==> config.mk <==
export PLATFORM = sky130hd
export DESIGN_NAME = fp_to_int_converter
export DESIGN_NICKNAME = d
export VERILOG_FILES = /design/src/rtl/fp_to_int_converter.sv
export SDC_FILE = /design/constraint.sdc
export NUM_CORES = 1
export LEC_CHECK = 0
export CAP_MARGIN = 20
export CORE_AREA = 2 2 115 117
export CTS_BUF_LIST = sky130_fd_sc_hd__clkbuf_8
export DETAILED_ROUTE_END_ITERATION = 12
export DIE_AREA = 0 0 117 119
export PLACE_DENSITY_LB_ADDON = 0.12
export SLEW_MARGIN = 20
export SYNTH_ARGS = -nofsm -noshare
export SYNTH_HDL_FRONTEND = slang
export SYNTH_SLANG_ARGS = --single-unit
export TNS_END_PERCENT = 100
==> constraint.sdc <==
create_clock -name clk -period 3.05 [get_ports clk]
set_input_delay 0.61 -clock clk [delete_from_list [all_inputs] [get_ports clk]]
set_output_delay 0.61 -clock clk [all_outputs]
set_load 0.02 [all_outputs]
==> src/rtl/fp_to_int_converter.sv <==
// Multi-cycle IEEE-754 single-precision to int32 converter (truncation toward zero).
// The significand is aligned by a barrel of STEP bits per SHIFT cycle, then signed/saturated in FIX.
module fp_to_int_converter #(
  parameter int STEP = 1
) (
  input  logic        clk,
  input  logic        reset,
  input  logic        en,
  input  logic [31:0] a,
  input  logic        in_valid,
  output logic        in_ready,
  output logic [31:0] result,
  output logic        overflow,
  output logic        invalid,
  output logic        out_valid,
  input  logic        out_ready
);

  typedef enum logic [1:0] {IDLE, SHIFT, FIX, DONE} state_t;
  typedef enum logic [2:0] {K_NUM, K_ZERO, K_NAN, K_SAT, K_MIN} kind_t;

  localparam logic [4:0] STEP_AMT = 5'(STEP);

  state_t      state_reg, state_next;
  kind_t       kind_reg, kind_next, kind_dec;
  logic [31:0] mag_reg, mag_next;
  logic [4:0]  cnt_reg, cnt_next, cnt_dec, shift_amt, cnt_rem;
  logic        left_reg, left_next, left_dec;
  logic        sign_reg, sign_next;
  logic [31:0] result_reg, result_next;
  logic        overflow_reg, overflow_next;
  logic        invalid_reg, invalid_next;

  logic [7:0]  exp_a;
  logic [22:0] mant_a;

  assign exp_a  = a[30:23];
  assign mant_a = a[22:0];

  // Classify the operand and work out the alignment distance relative to 2^23.
  always_comb begin
    kind_dec = K_NUM;
    cnt_dec  = '0;
    left_dec = 1'b0;
    if (exp_a == 8'd255) begin
      kind_dec = (mant_a != '0) ? K_NAN : K_SAT;
    end else if (exp_a < 8'd127) begin
      kind_dec = K_ZERO;
    end else if (exp_a >= 8'd158) begin
      kind_dec = (a[31] && exp_a == 8'd158 && mant_a == '0) ? K_MIN : K_SAT;
    end else if (exp_a >= 8'd150) begin
      left_dec = 1'b1;
      cnt_dec  = 5'(exp_a - 8'd150);
    end else begin
      cnt_dec  = 5'(8'd150 - exp_a);
    end
  end

  assign shift_amt = (cnt_reg < STEP_AMT) ? cnt_reg : STEP_AMT;
  assign cnt_rem   = cnt_reg - shift_amt;

  always_comb begin
    state_next    = state_reg;
    kind_next     = kind_reg;
    mag_next      = mag_reg;
    cnt_next      = cnt_reg;
    left_next     = left_reg;
    sign_next     = sign_reg;
    result_next   = result_reg;
    overflow_next = overflow_reg;
    invalid_next  = invalid_reg;
    case (state_reg)
      IDLE: begin
        if (in_valid) begin
          sign_next  = a[31];
          kind_next  = kind_dec;
          mag_next   = {8'd0, 1'b1, mant_a};
          cnt_next   = cnt_dec;
          left_next  = left_dec;
          state_next = (kind_dec == K_NUM && cnt_dec != '0) ? SHIFT : FIX;
        end
      end
      SHIFT: begin
        mag_next = left_reg ? (mag_reg << shift_amt) : (mag_reg >> shift_amt);
        cnt_next = cnt_rem;
        if (cnt_rem == '0) state_next = FIX;
      end
      FIX: begin
        overflow_next = 1'b0;
        invalid_next  = 1'b0;
        case (kind_reg)
          K_NUM:   result_next = sign_reg ? -mag_reg : mag_reg;
          K_NAN: begin
            result_next  = '0;
            invalid_next = 1'b1;
          end
          K_SAT: begin
            result_next   = sign_reg ? 32'h8000_0000 : 32'h7FFF_FFFF;
            overflow_next = 1'b1;
          end
          K_MIN:   result_next = 32'h8000_0000;
          default: result_next = '0;
        endcase
        state_next = DONE;
      end
      DONE: begin
        if (out_ready) state_next = IDLE;
      end
      default: state_next = IDLE;
    endcase
  end

  always_ff @(posedge clk) begin
    if (!reset) begin
      state_reg    <= IDLE;
      kind_reg     <= K_ZERO;
      mag_reg      <= '0;
      cnt_reg      <= '0;
      left_reg     <= 1'b0;
      sign_reg     <= 1'b0;
      result_reg   <= '0;
      overflow_reg <= 1'b0;
      invalid_reg  <= 1'b0;
    end else if (en) begin
      state_reg    <= state_next;
      kind_reg     <= kind_next;
      mag_reg      <= mag_next;
      cnt_reg      <= cnt_next;
      left_reg     <= left_next;
      sign_reg     <= sign_next;
      result_reg   <= result_next;
      overflow_reg <= overflow_next;
      invalid_reg  <= invalid_next;
    end
  end

  assign in_ready  = (state_reg == IDLE);
  assign out_valid = (state_reg == DONE);
  assign result    = result_reg;
  assign overflow  = overflow_reg;
  assign invalid   = invalid_reg;

endmodule

==> qor.csv <==
metric,value,unit
status,finished clean,
vias,4849,
post-synth top area cell,dfxtp_1,
CTS tree,yes,
chip width,117,microns
drt total wl,14400,microns
first-pass GRT wire length,23300,microns
layout cells sized above 1,11.0,%
largest net degree at the start of global routing,32,
Post-Syn Area per Cell,8.06,sq um
YS warnings,0,
#FFs+latches synth,78,
Post-DP Area,5830,sq um
P per Cell Area,414,nW/um^2
Critical Path Fanout Max,3,
ys flop type,dfxtp_1,
Global Route Usage Sum,21.3,%
final instance area,6030,sq um
Worst Hold Launch,invalid,
die area,13900,sq um
Final GP Congestion,0.860,
clock sink count,78,
final net count,721,
vias per std cell,5.66,
Hold WC Path Type,reg2reg,
register area share after synthesis,32.0,%
H-tree levels,3,
asr flop ratio synth,0,%
"Setup Fix Bufs, Post-CTS",0,
crit path time final,2540,ps
Min Hold Slack,456,ps
Least-Margin Pin Slew,701,ps
CP endpoint kind,register,
Detail Route Antenna Nets,0,
Peak Freq,394,MHz
antenna fix cells,0,
Overflow after GRT,0,
Fin Setup TNS,0,ps
IO Count,73,
Max clock buf depth,2,
Final Setup Violations,0,
unrepaired setup endpoints after global routing,false,
Port Buf Inserts,72,
Layout area overhead,23.7,%
drt first pass iters,5,
PostCTS Resize Cnt,0,
Clock Pin Slew Worst Setup and Hold Paths,70,ps
Synth area leaders,"dfxtp_1 (32%), a21oi_1 (9.0%), mux2i_1 (5.7%), o21ai_0 (4.5%), xor2_1 (3.4%)",
Initial DRC Count,312,
WL/cell,16.8,microns
initial core utilization,37.9,%
DP Wirelength,10700,microns
initial antenna violation count,0,
Syn Inst Count,605,
clk_lat worst skew,370,ps
post-synthesis net count,651,
Rel. slew slack,52.9,%
Row Count,42,
Crit path arrival time,2840,ps
worst reg-to-reg setup slack,550,ps
kind of critical path,in2reg,
vias in the first global route,4506,
Fin. Hold Viols,0,
Clock Tree Root,clkbuf_8,
Max VDD drop,306,uV
max cap viols,0,
number of flops mapped to enable cells by yosys,0,
CTS Hold Bufs,0,
Yosys top cell area share,32.0,%
Clock Skew,10.9,ps
Worst Setup SP,a[30],
CP Launch Type,input pin,
fin crit share,83.3,%
leakage power figure,2.05,nW
worst r2r src,mag_reg[11],
Yosys cell types,66,
Die H,119,microns
Synth Cell Area,4880,sq um
number of remaining DRC errors,0,
Power Total,2.50,mW
"count leader, synth",a21oi_1,
Post-synth top cells,"a21oi_1 (88), dfxtp_1 (78), o21ai_0 (44), nor2_1 (42), nand2_1 (37)",
Worst Path Required,3340,ps
count of pins over their slew limit,0,
TritonCTS buffer count,9,
Finished Core Util,46.9,%
placeable core area,12900,sq um
[cells by family (layout without fill, tap and decap cells)]
| group | Yosys count | in the layout | share of synthesized area (%) |
|---|---|---|---|
| AOI/OAI and AO/OA | 225 | 225 | 28.9 |
| and+or+nand+nor | 165 | 165 | 17.6 |
| DFF | 78 | 78 | 32.0 |
| buffers and inverters | 65 | 140 | 6.85 |
| muxes | 35 | 35 | 7.36 |
| xor gates and xnor gates | 28 | 28 | 5.03 |
| adders and majority gates | 9 | 9 | 2.31 |
[layout by cell type, fill, tap and decap left out, types with 4 or more instances in the layout]
cell type,netlist,layout
o21ai_0,44,44
xor2_1,19,19
o211ai_1,6,6
dfxtp_1,78,78
buf_4,2,35
xnor2_1,9,9
clkbuf_8,5,11
o31ai_1,9,9
o22ai_1,5,5
nand4b_1,4,4
or2_2,5,5
mux2_2,7,7
inv_1,14,15
a2bb2oi_1,10,10
nand2b_1,5,5
mux2i_1,28,28
clkdlybuf4s50_1,0,72
or3_1,8,8
a21oi_1,88,88
nor2_1,42,42
nor4_1,12,11
nand2_1,37,37
o21ai_1,9,9
nand4_1,7,7
a22oi_1,11,11
nor3_1,9,9
o41ai_1,8,8
or4_1,4,4
ha_1,9,9
a31oi_1,4,4
nand3_1,10,10
[through the flow]
| step | cells | setup WS [ps] |
|---|---|---|
| 3_5_place_dp | 840 | 159 |
| 3_3_place_gp | 840 | 160 |
| 2_1_floorplan | 605 | 766 |
| 5_1_grt | 856 | 449 |
| 6_report | 856 | 509 |
| 4_1_cts | 856 | 528 |
[critical path, stage by stage]
cell and delay (ps):
clkdlybuf4s50_1 520, nor4b_1 480, nand4_1 340, or3_1 480, or2_2 290, a21oi_1 120
[area by class of cell]
type	instances	area, sq um
Fill cell	1291	6840
Multi-Input combinational cell	462	2990
Sequential cell	78	1560
Timing Repair Buffer	108	1000
Tap cell	176	220
Clock buffer	11	151
Inverter	16	60.1
Clock inverter	5	48.8
[path summary, 6_finish.rpt]
check | endpoint | cells past startpoint
worst min-delay path | invalid | 2
worst max-delay path | kind_reg[2] | 6
worst max register to register | result[19] | 5
worst min register to register | invalid | 2
[power breakdown]
| group | switching [mW] | internal [mW] |
|---|---|---|
| clock network | 0.388 | 0.416 |
| registers | 0.0503 | 1.05 |
| logic | 0.356 | 0.234 |
[layer usage]
layer	up-vias	global-route usage [%]	part of all wire [%]
met4	0	7.28	2.3
met2	148	31.6	44
met5	-	0	0
met3	21	4.22	5.7
met1	2286	30.7	48
li1	2394	-	-
Note: power is estimated with default switching activity, not from simulation.
==> edit 1, RTL diff (config.mk and constraints unchanged) <==
Register the output `overflow` once more, without a reset; this adds one clock of latency there. The other outputs are not delayed to match.
--- a/src/rtl/fp_to_int_converter.sv
+++ b/src/rtl/fp_to_int_converter.sv
@@ -139,3 +139,5 @@
   assign result    = result_reg;
-  assign overflow  = overflow_reg;
+  always_ff @(posedge clk) begin
+    overflow <= overflow_reg;
+  end
   assign invalid   = invalid_reg;
Behaviour: not the same (a bounded check fails within 4 cycles, from zero or initial values and one cycle with reset low).
==> edit 1 against the original RTL <==
Non-clock buffer count grew 1. Synthesized area rose by 0.41%. Design area shrank 0.35%. Cell count is the same. Wire length is 0.60% higher. Largest power group unchanged. Synthesized cell count grew 0.17%. Sequential cell count rose by 1. Power shrank 3.2%. Clock power is 12% lower. Via count shrank 1.1%. Worst setup slack worse by 0.13 ns.
==> edit 1: results <==
status:
  status: "complete, no violations"
worst_hold_path:
  hold_class: "reg -> reg"
  holdPathEnd: "overflow"
  holdPathStages: 0
  min_from: "overflow_reg"
clock_tree:
  path_clk_slew_ns: 0.07
  clock-root-buffer: "clkbuf_8"
  htreeDepth: 3
  post-cts-setup-buffer-count: 0
  cts_buffers: 9
  cts.path.max_buffers: 2
  ctsResizeCount: 0
logic_synthesis:
  synth_compound_area_frac: 0.287
  ys_async_sr_fraction: 0
  synthCells: 606
  synthTopCellsByCount: "88 x a21oi_1, 79 x dfxtp_1, 44 x o21ai_0"
  synth_top_flop_cell: "dfxtp_1"
  synth_mux_area_frac: 0.0733
  synth_fa_ha_area_frac: 0.0230
  synth-seq-area-share: 0.323
  synthXorXnorAreaFrac: 0.0501
  synthesis.nets: 652
  synth_area_leaders: "dfxtp_1 32%, a21oi_1 9.0%, mux2i_1 5.7%"
route:
  ant_nets: 0
  drt-total-wl_microns: 14500
  drt-initial-drc-count: 342
  vias: 4798
layout:
  nets: 723
  nFillCells: 1289
  drive_gt1_frac: 0.107
  instances_no_fill: 856
  antennaDiodeCount: 0
global_route:
  grt_pass1_vias: 4448
  grt_usage: 0.212
  grt_max_degree: 47
  grt_pass1_wl_microns: 23000
power_and_ir_drop:
  p_switching_uw: 792
  vdd_drop_max_mv: 0.176
  p_leak_uw: 0.00205
setup_path:
  worstReg2RegEnd: "result[19]"
  crit_start: "a[0]"
  rrSetupSlack_ns: 0.48
  arrival_ns: 2.96
place:
  port_buffers: 72
  gp_congestion: 0.870
  dp_hpwl_microns: 10800
  placed_cells: 842
sta:
  fin_skew_ns: 0.0171
  max_slew.worst_pin.slew_ns: 0.754
edit 1: layout make-up:
type                    instances  area (sq um)  area share
inverters                      16          60.1     0.00999
clock buffers                  11           151      0.0252
multi-input cells             462          2990       0.497
flip-flops and latches         79          1580       0.263
clock inverters                 3          12.5     0.00208
repair buffers                109           998       0.166
well taps                     176           220      0.0366
edit 1: metrics by stage:
step	worst slack, ns	hold slack (ns)	power, uW	cell area, sq um	util
3_5_place_dp	0.0615	0.340	1730	5850	0.454
2_1_floorplan	0.766	0.331	1530	4900	-
3_3_place_gp	0.117	0.336	1720	5850	0.454
4_1_cts	0.436	0.354	2420	6010	0.467
6_report	0.377	0.353	2420	6010	0.467
5_1_grt	0.381	0.366	2530	6010	0.467
edit 1: per-layer routing:
metal,part of all wire,GRT usage
met5,0,0
met4,0.021,0.0743
met3,0.049,0.0382
met2,0.45,0.324
met1,0.48,0.299
edit 1: power by group through the flow:
stage,registers (uW),logic [uW],clock network (uW)
after CTS,1120,589,718
after floorplan,1130,400,0
after detailed placement,1140,586,0
after global routing,1120,650,760
final,1120,594,706
after global placement,1140,578,0
edit 1: worst max-delay path: stages:
cell and delay [ns]:
clkdlybuf4s50_1 0.45, nor4b_1 0.64, nand4_1 0.35, or3_1 0.49, or2_2 0.29, a21oi_1 0.13
edit 1: kinds of logic (layout without fill, tap and decap cells):
kind of cell / Yosys count / in the layout
XOR/XNOR: 28 / 28
adder cells (fa/ha/maj): 9 / 9
multiplexers: 35 / 35
AO/OA/AOI/OAI: 225 / 225
AND/OR/NAND/NOR: 165 / 165
buffers and inverters: 65 / 139
flip-flops: 79 / 79
==> edit 2, RTL diff (same settings) <==
Made on the original files. Encoding of `kind_t`: now one-hot (5 bits for 5 values).
--- a/src/rtl/fp_to_int_converter.sv
+++ b/src/rtl/fp_to_int_converter.sv
@@ -19,3 +19,3 @@
   typedef enum logic [1:0] {IDLE, SHIFT, FIX, DONE} state_t;
-  typedef enum logic [2:0] {K_NUM, K_ZERO, K_NAN, K_SAT, K_MIN} kind_t;
+  typedef enum logic [4:0] {K_NUM = 5'b00001, K_ZERO = 5'b00010, K_NAN = 5'b00100, K_SAT = 5'b01000, K_MIN = 5'b10000} kind_t;
 
Formal check against the unedited RTL: same outputs for any inputs over 4 cycles, from zero or initial values and one cycle with reset low; so few cycles prove little.
==> edit 2 against the original RTL <==
Design area decreased by 0.27%. Sequential share of layout area increased by 0.74 points. Worst setup slack got worse by 0.17 ns. First-iteration DRC count increased by 1.6%. Wire length decreased by 2.7%. Combinational power increased by 27%. Sequential cell count increased by 2. Synthesized area decreased by 0.23%. Synthesized cell count increased by 2.3%. Via count increased by 0.12%. Power increased by 12%. Largest cell class unchanged.
==> edit 2: results <==
route:
  wire_per_inst_microns: 16.4
  first_pass_iters: 5
  vias: 4855
  drt-initial-drc-count: 317
worst_hold_path:
  holdPathEnd: "result[1]"
  min_from: "result[1]"
setup_path:
  worstReg2RegEnd: "result[29]"
  reg2reg_depth: 6
  slowest_stage: "nor4_1"
  crit_fanout: 7
  rrSetupSlack_ns: 0.34
  arrival_ns: 2.94
  max_stage_delay_ns: 0.76
logic_synthesis:
  synthesis.nets: 665
  synth.distinct_cells: 61
  synth-seq-area-share: 0.329
  synth_top_flop_cell: "dfxtp_1"
  synthTopCellsByCount: "80 x dfxtp_1, 72 x a21oi_1, 68 x o21ai_0"
  synth_area_leaders: "dfxtp_1 33%, a21oi_1 7.4%, o21ai_0 7.0%"
place:
  placed_area_sq_um: 5800
  post-place-ws_ns: 0.152
  gp_congestion: 0.877
clock_tree:
  clock-root-buffer: "clkbuf_8"
  path_clk_slew_ns: 0.09
  post-cts-setup-buffer-count: 0
power_and_ir_drop:
  vdd_drop_max_mv: 0.209
  p_leak_uw: 0.00199
global_route:
  antenna_found_initial: 0
  grt_max_degree: 61
  grt_pass1_wl_microns: 23000
  grt_usage: 0.205
  grt_pass1_vias: 4412
sta:
  max_slew.worst_pin.slew_ns: 0.836
  hold_slack_ns: 0.458
layout:
  nets: 722
  drive_gt1_frac: 0.0925
status:
  status: "complete, no violations"
[edit 2: how the worst max path moves through the flow]
| stage | startpoint | slack, ns | to |
|---|---|---|---|
| 2_1_floorplan | mag_reg[6] | 0.79 | result[17] |
| 4_1_cts | mag_reg[11] | 0.33 | result[29] |
| 5_1_grt | cnt_reg[1] | 0.27 | state_reg[1] |
| 3_5_place_dp | a[24] | 0.15 | state_reg[1] |
| 3_3_place_gp | a[24] | 0.24 | state_reg[1] |
| 6_report | mag_reg[11] | 0.34 | result[29] |
[edit 2: logic make-up after synthesis]
kind of cell,count (synthesis),synth area share
mux,32,0.0689
compound gates,222,0.277
xor+xnor,32,0.0576
buf+inv,65,0.0525
flops,80,0.329
simple gates,179,0.191
fa+ha+maj,9,0.0231
[edit 2: final cells by class]
class	count	area [sq um]
fill	1303	6860
timing repair buffer	97	908
tap	176	220
multi-input combinational	474	3020
sequential	80	1600
clock buffer	13	179
clock inverter	3	38.8
inverter	14	52.6
[edit 2: worst reg2reg max path, stage by stage, from the launching register on]
cell and delay (ns):
dfxtp_1 0.41, nor4_1 0.76, nand2_1 0.37, or3_4 0.44, o31ai_1 0.30, xor2_1 0.20
o22ai_1 0.10
[edit 2: per-layer routing]
layer,track usage,part of all wire,vias up
met4,0.0794,0.025,0
met5,0,0,-
met1,0.319,0.51,2275
met3,0.0280,0.051,24
met2,0.280,0.41,149
li1,-,-,2407
[edit 2: stage by stage]
stage	power (uW)	cells
2_1_floorplan	1690	619
3_3_place_gp	1940	841
3_5_place_dp	1950	841
4_1_cts	2810	857
5_1_grt	2950	857
6_report	2800	857
[edit 2: power by group]
group	switching [uW]	internal, uW	total, uW	leakage [uW]
combinational	446	303	749	0.00122
clock	399	464	863	0.000117
sequential	91.0	1100	1190	0.000650
